### src/rtl/clkdiv_pkg.sv
// Shared constants, config payload and output-compare helper for the
// multi-channel clock divider.
package clkdiv_pkg;

    localparam int unsigned CLKDIV_CNT_W        = 32;
    localparam int unsigned CLKDIV_DEFAULT_DIV  = 100000000;
    localparam int unsigned CLKDIV_DEFAULT_HIGH = 50000000;

    // Divisor / high-time pair held in both the active and shadow registers
    typedef struct packed {
        logic [CLKDIV_CNT_W-1:0] div;
        logic [CLKDIV_CNT_W-1:0] high;
    } clkdiv_cfg_t;

    // High phase sits at the end of the period: cnt >= div - high.
    // The explicit high >= div case avoids the subtraction underflowing.
    function automatic logic clkdiv_out_high(input logic [CLKDIV_CNT_W-1:0] cnt,
                                             input logic [CLKDIV_CNT_W-1:0] div,
                                             input logic [CLKDIV_CNT_W-1:0] high);
        logic res;
        if (high == '0) begin
            res = 1'b0;
        end else if (high >= div) begin
            res = 1'b1;
        end else begin
            res = (cnt >= (div - high));
        end
        return res;
    endfunction

endpackage

### src/rtl/clock_divider_channel.sv
// One divider channel: period counter, active and shadow config, pending
// flag, registered clk_out / tick.
// Ports:
//   clk, rst_n        clock, synchronous active-low reset
//   en                run enable; low forces the counter to 0
//   sync_req          force counter to 0 and apply pending shadow
//   wr_en, wr_div,
//   wr_high           shadow write (ignored while pending)
//   clk_out, tick     registered divided clock and per-period strobe
//   pending           shadow waiting for a period boundary
module clock_divider_channel
    import clkdiv_pkg::*;
#(
    parameter logic [CLKDIV_CNT_W-1:0] RST_DIV  = CLKDIV_CNT_W'(CLKDIV_DEFAULT_DIV),
    parameter logic [CLKDIV_CNT_W-1:0] RST_HIGH = CLKDIV_CNT_W'(CLKDIV_DEFAULT_HIGH)
) (
    input  logic                    clk,
    input  logic                    rst_n,
    input  logic                    en,
    input  logic                    sync_req,
    input  logic                    wr_en,
    input  logic [CLKDIV_CNT_W-1:0] wr_div,
    input  logic [CLKDIV_CNT_W-1:0] wr_high,
    output logic                    clk_out,
    output logic                    tick,
    output logic                    pending
);

    logic [CLKDIV_CNT_W-1:0] cnt_q, cnt_d;
    clkdiv_cfg_t             act_q, act_d;
    clkdiv_cfg_t             shd_q, shd_d;
    logic                    pend_q, pend_d;
    logic                    clk_out_q, clk_out_d;
    logic                    tick_q, tick_d;

    logic run;
    logic boundary;

    assign run      = en && (act_q.div != '0);
    assign boundary = run && (cnt_q == (act_q.div - CLKDIV_CNT_W'(1)));

    // Next-state: counter, outputs from current count, shadow apply/write
    always_comb begin
        cnt_d     = cnt_q;
        act_d     = act_q;
        shd_d     = shd_q;
        pend_d    = pend_q;
        clk_out_d = 1'b0;
        tick_d    = 1'b0;

        if (!run || boundary || sync_req) begin
            cnt_d = '0;
        end else begin
            cnt_d = cnt_q + CLKDIV_CNT_W'(1);
        end

        clk_out_d = run && clkdiv_out_high(cnt_q, act_q.div, act_q.high);
        // A forced phase restart is not a natural period end
        tick_d    = boundary && !sync_req;

        // Apply only at a safe point; the new values steer the counter next cycle
        if (pend_q && (boundary || !en || (act_q.div == '0) || sync_req)) begin
            act_d  = shd_q;
            pend_d = 1'b0;
        end else if (wr_en && !pend_q) begin
            shd_d.div  = wr_div;
            shd_d.high = wr_high;
            pend_d     = 1'b1;
        end
    end

    // State registers
    always_ff @(posedge clk) begin
        if (!rst_n) begin
            cnt_q     <= '0;
            act_q     <= '{div: RST_DIV, high: RST_HIGH};
            shd_q     <= '{div: RST_DIV, high: RST_HIGH};
            pend_q    <= 1'b0;
            clk_out_q <= 1'b0;
            tick_q    <= 1'b0;
        end else begin
            cnt_q     <= cnt_d;
            act_q     <= act_d;
            shd_q     <= shd_d;
            pend_q    <= pend_d;
            clk_out_q <= clk_out_d;
            tick_q    <= tick_d;
        end
    end

    assign clk_out = clk_out_q;
    assign tick    = tick_q;
    assign pending = pend_q;

endmodule

### src/rtl/clock_divider_multi.sv
// Multi-channel programmable clock divider top: config decode, cfg_ready
// mux and NUM_CH divider channels.
// Optional macro CLKDIV_PHASE_SYNC_EN adds sync_req, which restarts every
// enabled channel at counter 0 on the next edge.
// Ports:
//   clock_in, reset_n   clock, synchronous active-low reset
//   sync_req            (CLKDIV_PHASE_SYNC_EN only) phase-align all channels
//   ch_en               per-channel run enable
//   cfg_valid/ready     config handshake; cfg_ready = ~pending[cfg_ch]
//   cfg_ch, cfg_div,
//   cfg_high            target channel and new divisor / high-time
//   clk_out, tick       registered divided clocks and period strobes
//   pending             per-channel shadow waiting to apply
module clock_divider_multi
    import clkdiv_pkg::*;
#(
    parameter  int unsigned NUM_CH       = 4,
    parameter  int unsigned CNT_W        = CLKDIV_CNT_W,
    parameter  int unsigned DEFAULT_DIV  = CLKDIV_DEFAULT_DIV,
    parameter  int unsigned DEFAULT_HIGH = CLKDIV_DEFAULT_HIGH,
    localparam int unsigned CH_W         = (NUM_CH > 1) ? $clog2(NUM_CH) : 1
) (
    input  logic              clock_in,
    input  logic              reset_n,
`ifdef CLKDIV_PHASE_SYNC_EN
    input  logic              sync_req,
`endif
    input  logic [NUM_CH-1:0] ch_en,
    input  logic              cfg_valid,
    output logic              cfg_ready,
    input  logic [CH_W-1:0]   cfg_ch,
    input  logic [CNT_W-1:0]  cfg_div,
    input  logic [CNT_W-1:0]  cfg_high,
    output logic [NUM_CH-1:0] clk_out,
    output logic [NUM_CH-1:0] tick,
    output logic [NUM_CH-1:0] pending
);

    logic [NUM_CH-1:0] wr_en;
    logic              sync_w;

`ifdef CLKDIV_PHASE_SYNC_EN
    assign sync_w = sync_req;
`else
    assign sync_w = 1'b0;
`endif

    // Channel select decode; out-of-range channels read as ready and drop
    always_comb begin
        wr_en     = '0;
        cfg_ready = 1'b1;
        for (int i = 0; i < int'(NUM_CH); i++) begin
            if (cfg_ch == CH_W'(i)) begin
                cfg_ready = ~pending[i];
                wr_en[i]  = cfg_valid & ~pending[i];
            end
        end
    end

    for (genvar g = 0; g < int'(NUM_CH); g++) begin : g_ch
        clock_divider_channel #(
            .RST_DIV  (CLKDIV_CNT_W'(DEFAULT_DIV)),
            .RST_HIGH (CLKDIV_CNT_W'(DEFAULT_HIGH))
        ) u_ch (
            .clk      (clock_in),
            .rst_n    (reset_n),
            .en       (ch_en[g]),
            .sync_req (sync_w),
            .wr_en    (wr_en[g]),
            .wr_div   (CLKDIV_CNT_W'(cfg_div)),
            .wr_high  (CLKDIV_CNT_W'(cfg_high)),
            .clk_out  (clk_out[g]),
            .tick     (tick[g]),
            .pending  (pending[g])
        );
    end

endmodule

### config.mk
export PLATFORM = sky130hd
export DESIGN_NAME = clock_divider_multi
export DESIGN_NICKNAME = d
export VERILOG_FILES = /design/src/rtl/clkdiv_pkg.sv /design/src/rtl/clock_divider_channel.sv /design/src/rtl/clock_divider_multi.sv
export SDC_FILE = /design/constraint.sdc
export NUM_CORES = 2
export LEC_CHECK = 0
export BUFFER_PORTS_ARGS = -buffer_cell sky130_fd_sc_hd__buf_2
export CAP_MARGIN = 20
export CORE_UTILIZATION = 35
export CTS_CLUSTER_DIAMETER = 200
export CTS_CLUSTER_SIZE = 40
export DETAILED_ROUTE_END_ITERATION = 12
export SYNTH_ARGS = -nofsm -noshare
export SYNTH_HDL_FRONTEND = slang
export SYNTH_HIERARCHICAL = 1
export SYNTH_SLANG_ARGS = --single-unit
### constraint.sdc
create_clock -name clock_in -period 7.22 [get_ports clock_in]
set_input_delay 0 -clock clock_in [delete_from_list [all_inputs] [get_ports clock_in]]
set_output_delay 0 -clock clock_in [all_outputs]
set_load 0.1 [all_outputs]
-- Word level (Yosys, flattened, before mapping)
Index checks and enable logic that the tools add are counted.
- register bits: 652
- input port bits: 73
- output and inout port bits: 13
- add/subtract/negate cells: 12
- magnitude comparators: 8
- equality and inequality tests: 7
- mux-type cells: 16
- bitwise logic cells: 13
- reductions and logical operators: 69
- operators with widths (operator ; count):
    >= comparator 32 bit ; 8
    zero test 32 bit ; 8
    adder 32 x 1 -> 32 bit (second input constant) ; 4
    equality test 32 bit ; 4
    nonzero test 32 bit ; 4
    subtractor 32 x 1 -> 32 bit (second input constant) ; 4
    subtractor 32 bit ; 4
    logical AND 1 bit ; 20
    two-way mux 1 bit ; 16
    OR reduction 2 bit ; 8
    zero test 1 bit ; 12
    logical OR 1 bit ; 12
    inverter 1 bit ; 9
    AND reduction 2 bit ; 4
    bitwise AND 1 bit ; 4
    equality test 2 bit (second input constant) ; 2
    equality test 2 x 1 -> 1 bit (second input constant) ; 1
    zero test 2 bit ; 1

-- Logic depth before layout (Yosys ltp)
- depth after elaboration: 8
- gate-level depth with buffers: 22
- mapped depth without buffers: 22

-- Modules after synthesis
Netlist, hierarchy kept.
- by module, submodules not included (module ; instances ; cells an instance ; area an instance (µm²) ; seq. area each (µm²)):
    clock_divider_channel at g_ch[1].u_ch ... ; 2 ; 1217 ; 9859.5 ; 3263.1
    clock_divider_channel at g_ch[0].u_ch ; 1 ; 1205 ; 9874.5 ; 3263.1
    clock_divider_channel at g_ch[3].u_ch ; 1 ; 1210 ; 9690.5 ; 3263.1
    clock_divider_multi ; 1 ; 8 ; 65.1 ; 0.0

-- Worst setup path before layout
Ideal clock, no wire load.
- kind: reg-to-reg
- from: reg g_ch[0].u_ch/act_q[7] in the netlist's numbering
- to: reg g_ch[0].u_ch.clk_out_q
- setup time: 115 ps
- data arrival time: 4235 ps
- required time: 7105 ps
- setup slack: 2871 ps
- cell stages (with the launch flop): 21
- path buffers: 0
- cell sequence: dfxtp_1 inv_1 ha_1 and3_1 a221o_1 a221oi_1 o21ai_0 nand3_1 a221o_1 nor4_1 a2111oi_0 xor2_1 ha_1 nand4_1 nor2_1 o21a_1 nand4_1 o32ai_1 a2111oi_0 nand3_1 o21a_1
- longest elaborated chain between the ends: 5
- RTL lines (element ; RTL line ; text):
    from (decl) ; clock_divider_channel.sv:30 ; clkdiv_cfg_t act_q, act_d;
    from (signal assigned) ; clock_divider_channel.sv:76 ; act_q <= '{div: RST_DIV, high: RST_HIGH};
    from (signal assigned) ; clock_divider_channel.sv:83 ; act_q <= act_d;
    subtractor 32 bit ; clkdiv_pkg.sv:26 ; res = (cnt >= (div - high));
    >= comparator 32 bit ; clkdiv_pkg.sv:26 ;
    two-way mux 1 bit ; clkdiv_pkg.sv:23 ; end else if (high >= div) begin
    two-way mux 1 bit (*) ; clkdiv_pkg.sv:21 ; if (high == '0) begin
    logical AND 1 bit (*) ; clock_divider_channel.sv:57 ; clk_out_d = run && clkdiv_out_high(cnt_q, act_q.div, act_q.high);
    to (signal assigned) ; clock_divider_channel.sv:86 ; clk_out_q <= clk_out_d;
    to (decl) ; clock_divider_channel.sv:33 ; logic clk_out_q, clk_out_d;
Mark *: on every way between the ends. The rest lies on a longest branch, timed or not.
A chain may end at the register's enable or synchronous reset.

-- Final worst setup path
- from: reg g_ch[0].u_ch/act_q[32] in the netlist's numbering
- to: reg g_ch[0].u_ch.clk_out_q
- longest elaborated chain between the ends: 5
- RTL lines (element ; RTL line):
    subtractor 32 bit ; clkdiv_pkg.sv:26
    >= comparator 32 bit ; clkdiv_pkg.sv:26
    two-way mux 1 bit ; clkdiv_pkg.sv:23
    two-way mux 1 bit ; clkdiv_pkg.sv:21
    logical AND 1 bit (*) ; clock_divider_channel.sv:57
Marks and branches as above.

==> impl_metrics.csv <==
group,metric,value,unit
synth,synthAdderAreaFrac,8.598,%
sta,min_period_over_period,73.05,%
sta,finalSetupViolations,0,
hold_path,hold_depth,4,
place,portBuffers,85,
route,dr_total_vias,33280,
route,top_layer,"met4",
grt,grt_max_degree,241,
synth,synth-compound-area-share,13.37,%
route,wl_met2,52530,um
setup_path,r2r_setup_slack,1.95,ns
route,post_drt_wl_per_cell,18.71,um
place,gp_congestion,0.9170,
grt,grt_use_total,20.25,%
finish,stdcell_count,6341,
synth,synth-seq-area-share,33.17,%
setup_path,r2r_start,"g_ch[0].u_ch/act_q[32]$_SDFFE_PN0P_",
clock_network,cts.sinks,652,
clock_network,h-tree-depth,1,
sta,fin_skew,0.05214,ns
sta,min_period,5.274,ns
synth,yosys_register_bits,652,
setup_path,critical_path_class,"reg2reg",
pwr,power.density,142.6,nW/um^2
sta,worst_pin_slew,1.116,ns
sta,setup_tns,0,ns
grt,grt_overflow,0,
floorplan,coreArea,111100,um^2
sta,hold_viol_final,0,
synth,ys_async_sr_fraction,0,%
sta,relSlewSlack,25.58,%
finish,synthToLayoutAreaGrowth,7.132,%
floorplan,initial_core_util,35.41,%
clock_network,clk_pin_slew,0.16,ns
clock_network,cts_buffers,20,
setup_path,critPathLaunchType,"flip-flop",
clock_network,cts_tree,"done",
setup_path,required,7.77,ns
clock_network,root_buffer,"clkbuf_16",
setup_path,crit_fanout,5,
synth,synth_top_family_by_area,"simple AND/OR/NAND/NOR gates",
clock_network,cts_resized,0,
hold_path,worstHoldPathType,"in2reg",
setup_path,cp-end-kind,"flip-flop",
grt,antenna_found_initial,6,
hold_path,holdPathEnd,"g_ch[0].u_ch/shd_q[29]$_SDFFE_PN0P_",
grt,grt_pass1_wl,180400,um
clock_network,post_cts_buffers,0,
clock_network,ctsHoldBuffers,73,
synth,syn_area,39350,um^2
synth,synth-xor-area-share,8.992,%
setup_path,rr_worst_depth,22,
floorplan,dieHeight,337.3,um
finish,fillers,11600,
route,drc,0,
place,dp_hpwl,89270,um
route,firstDrtPassIters,7,
synth,yosysUniqueCellTypes,93,
synth,muxShareOfSynthArea,5.352,%
synth,ys.flop_type,"dfxtp_1",
job,maxCapViolations,0,
pwr,total_leakage_power,16.00,nW
route,vias_per_cell,5.248,
sta,fmax,189.6,MHz
route,first_iter_violations,2638,
synth,synth_edf_count,0,
sta,maxSlewViolCount,0,
setup_path,r2r_end,"g_ch[0].u_ch/clk_out$_SDFF_PN0_",
synth,syn-instance-count,4857,
grt,grt_pass1_vias,30770,
sta,rsz0062_at_grt,"false",
route,drt-met1-wl,56980,um
finish,drive_above_1_share,4.021,%
route,ant_nets,0,
route,wl,118600,um
clock_network,clock_latency,0.62,ns
finish,nNetsFinal,5191,
status,outcome,"finished clean",
synth,yosysWarnings,6,
synth,yosys.area_share.simple,25.67,%
hold_path,hp-start,"cfg_high[29]",
floorplan,rows,122,
floorplan,chipWidth,337.3,um
floorplan,die_area,113800,um^2
route,met3_length,6656,um
floorplan,boundaryPins,86,
place,place_inst,6241,
pwr,max-vdd-ir-drop,0.1659,mV
setup_path,arrival,5.82,ns
clock_network,cts_max_path_buffers,3,
synth,syn_area_per_cell,8.102,um^2
-- sequential cells by signal, indices dropped and copies added (netlist names) --
name               cells
g_ch.u_ch/pending      4
g_ch.u_ch/shd_q      256
g_ch.u_ch/cnt_q      128
g_ch.u_ch/clk_out      4
g_ch.u_ch/tick         4
g_ch.u_ch/act_q      256
-- logic make-up (layout without fill, tap and decap cells) --
| kind of cell | count (synthesis) | count (layout) |
|---|---|---|
| AND/OR/NAND/NOR | 2129 | 2129 |
| other | 1 | 7 |
| multiplexers | 209 | 209 |
| XOR/XNOR | 404 | 404 |
| flip-flops | 652 | 652 |
| AO/OA/AOI/OAI | 774 | 774 |
| adder cells (fa/ha/maj) | 268 | 268 |
| buffers and inverters | 420 | 410 |
-- routing by layer --
layer / vias to the layer above / GRT usage [%]
li1: 16680 / -
met1: 15770 / 29.07
met2: 736 / 32.47
met3: 98 / 2.042
met4: 0 / 4.391
met5: - / 0
-- report_power, final --
part	switching (W)	internal (W)	total, W
Combinational	0.000397	0.000219	0.000615
Clock	0.00114	0.000537	0.00168
Sequential	0.0000478	0.00367	0.00372
Total	0.00159	0.00443	0.00601
-- layout make-up --
class                      instances  area [um^2]  share of cell area, %
timing repair buffer             186         1441                  3.419
multi-input combinational       3788        24480                  58.07
clock buffer                      21        525.5                  1.247
antenna                            3        7.507                0.01781
inverter                         202        758.2                  1.799
tap                             1488         1862                  4.416
clock inverter                     1        30.03                0.07123
sequential                       652        13050                  30.96
-- critical path, stage by stage, from the launching register on --
cell	delay (ns)
dfxtp_1	0.39
inv_1	0.10
ha_1	0.18
inv_1	0.06
fa_1	0.40
a21oi_1	0.19
o21ai_0	0.16
a221oi_1	0.56
o21ai_0	0.37
nand3_1	0.20
a221o_1	0.23
nor4_1	0.07
a2111oi_0	0.50
xor2_1	0.22
ha_1	0.27
nand4_1	0.14
nor2_1	0.09
o21a_1	0.10
nand4_1	0.12
o32ai_1	0.10
a2111oi_0	0.43
nand3_1	0.12
o21a_1	0.20
-- how the worst max path moves through the flow --
stage	start	endpoint	depth (start not counted)
final	g_ch[0].u_ch/act_q[32]$_SDFFE_PN0P_	g_ch[0].u_ch/clk_out$_SDFF_PN0_	22
after global routing	g_ch[0].u_ch/act_q[32]$_SDFFE_PN0P_	g_ch[0].u_ch/clk_out$_SDFF_PN0_	22
after CTS	g_ch[0].u_ch/act_q[32]$_SDFFE_PN0P_	g_ch[0].u_ch/clk_out$_SDFF_PN0_	22
after detailed placement	g_ch[0].u_ch/act_q[32]$_SDFFE_PN0P_	g_ch[0].u_ch/clk_out$_SDFF_PN0_	22
after global placement	g_ch[0].u_ch/act_q[32]$_SDFFE_PN0P_	g_ch[0].u_ch/clk_out$_SDFF_PN0_	22
after floorplan	g_ch[0].u_ch/act_q[7]$_SDFFE_PN1P_	g_ch[0].u_ch/clk_out$_SDFF_PN0_	20
-- placed cells by master, fill, tap and decap left out, types with 9 or more instances in the layout --
cell type / count
inv_1: 202
o2111ai_1: 9
or2_2: 13
mux2i_1: 207
nor2b_1: 184
nor2_1: 266
o21a_1: 16
clkbuf_16: 21
xor2_1: 202
a21o_1: 93
and4_1: 20
and3_1: 66
or4_1: 21
dfxtp_1: 652
nand2b_1: 33
o211ai_1: 23
nor3b_1: 11
nor3_1: 72
buf_2: 84
nand4_1: 66
a211oi_1: 18
a21oi_1: 160
xnor2_1: 202
and2_1: 11
o21bai_1: 30
dlygate4sd3_1: 73
a31oi_1: 30
nor4_1: 86
a21boi_0: 163
nand3_1: 260
o31ai_1: 16
or3_1: 19
nand2_1: 950
o21ai_0: 122
ha_1: 264
buf_4: 24
-- stage by stage --
step	hold WS [ns]	total power (W)	cell area, um^2	setup slack, ns	utilization, %
4_1_cts	0.2510	0.006070	42090	2.027	37.88
6_report	0.2869	0.006012	42160	1.946	37.93
3_3_place_gp	0.3587	0.004368	40810	2.141	36.72
3_5_place_dp	0.3573	0.004372	40810	2.098	36.72
5_1_grt	0.2722	0.006239	42150	1.482	37.93
2_1_floorplan	0.1242	0.004167	39360	2.871	-
-- Yosys cell counts (37+ instances only) --
cell type,number,area share (%)
a21boi_0,163,3.1
a21o_1,93,1.8
a21oi_1,160,2.0
and3_1,66,1.0
clkbuf_1,147,1.4
dfxtp_1,652,33
ha_1,264,8.4
inv_1,202,1.9
mux2i_1,207,5.3
nand2_1,950,9.1
nand2b_1,37,0.59
nand3_1,260,3.3
nand4_1,66,1.0
nor2_1,266,2.5
nor2b_1,188,3.0
nor3_1,72,0.92
nor4_1,86,1.4
o21ai_0,122,1.6
xnor2_1,202,4.5
xor2_1,202,4.5
(Power assumes the default switching activity.)
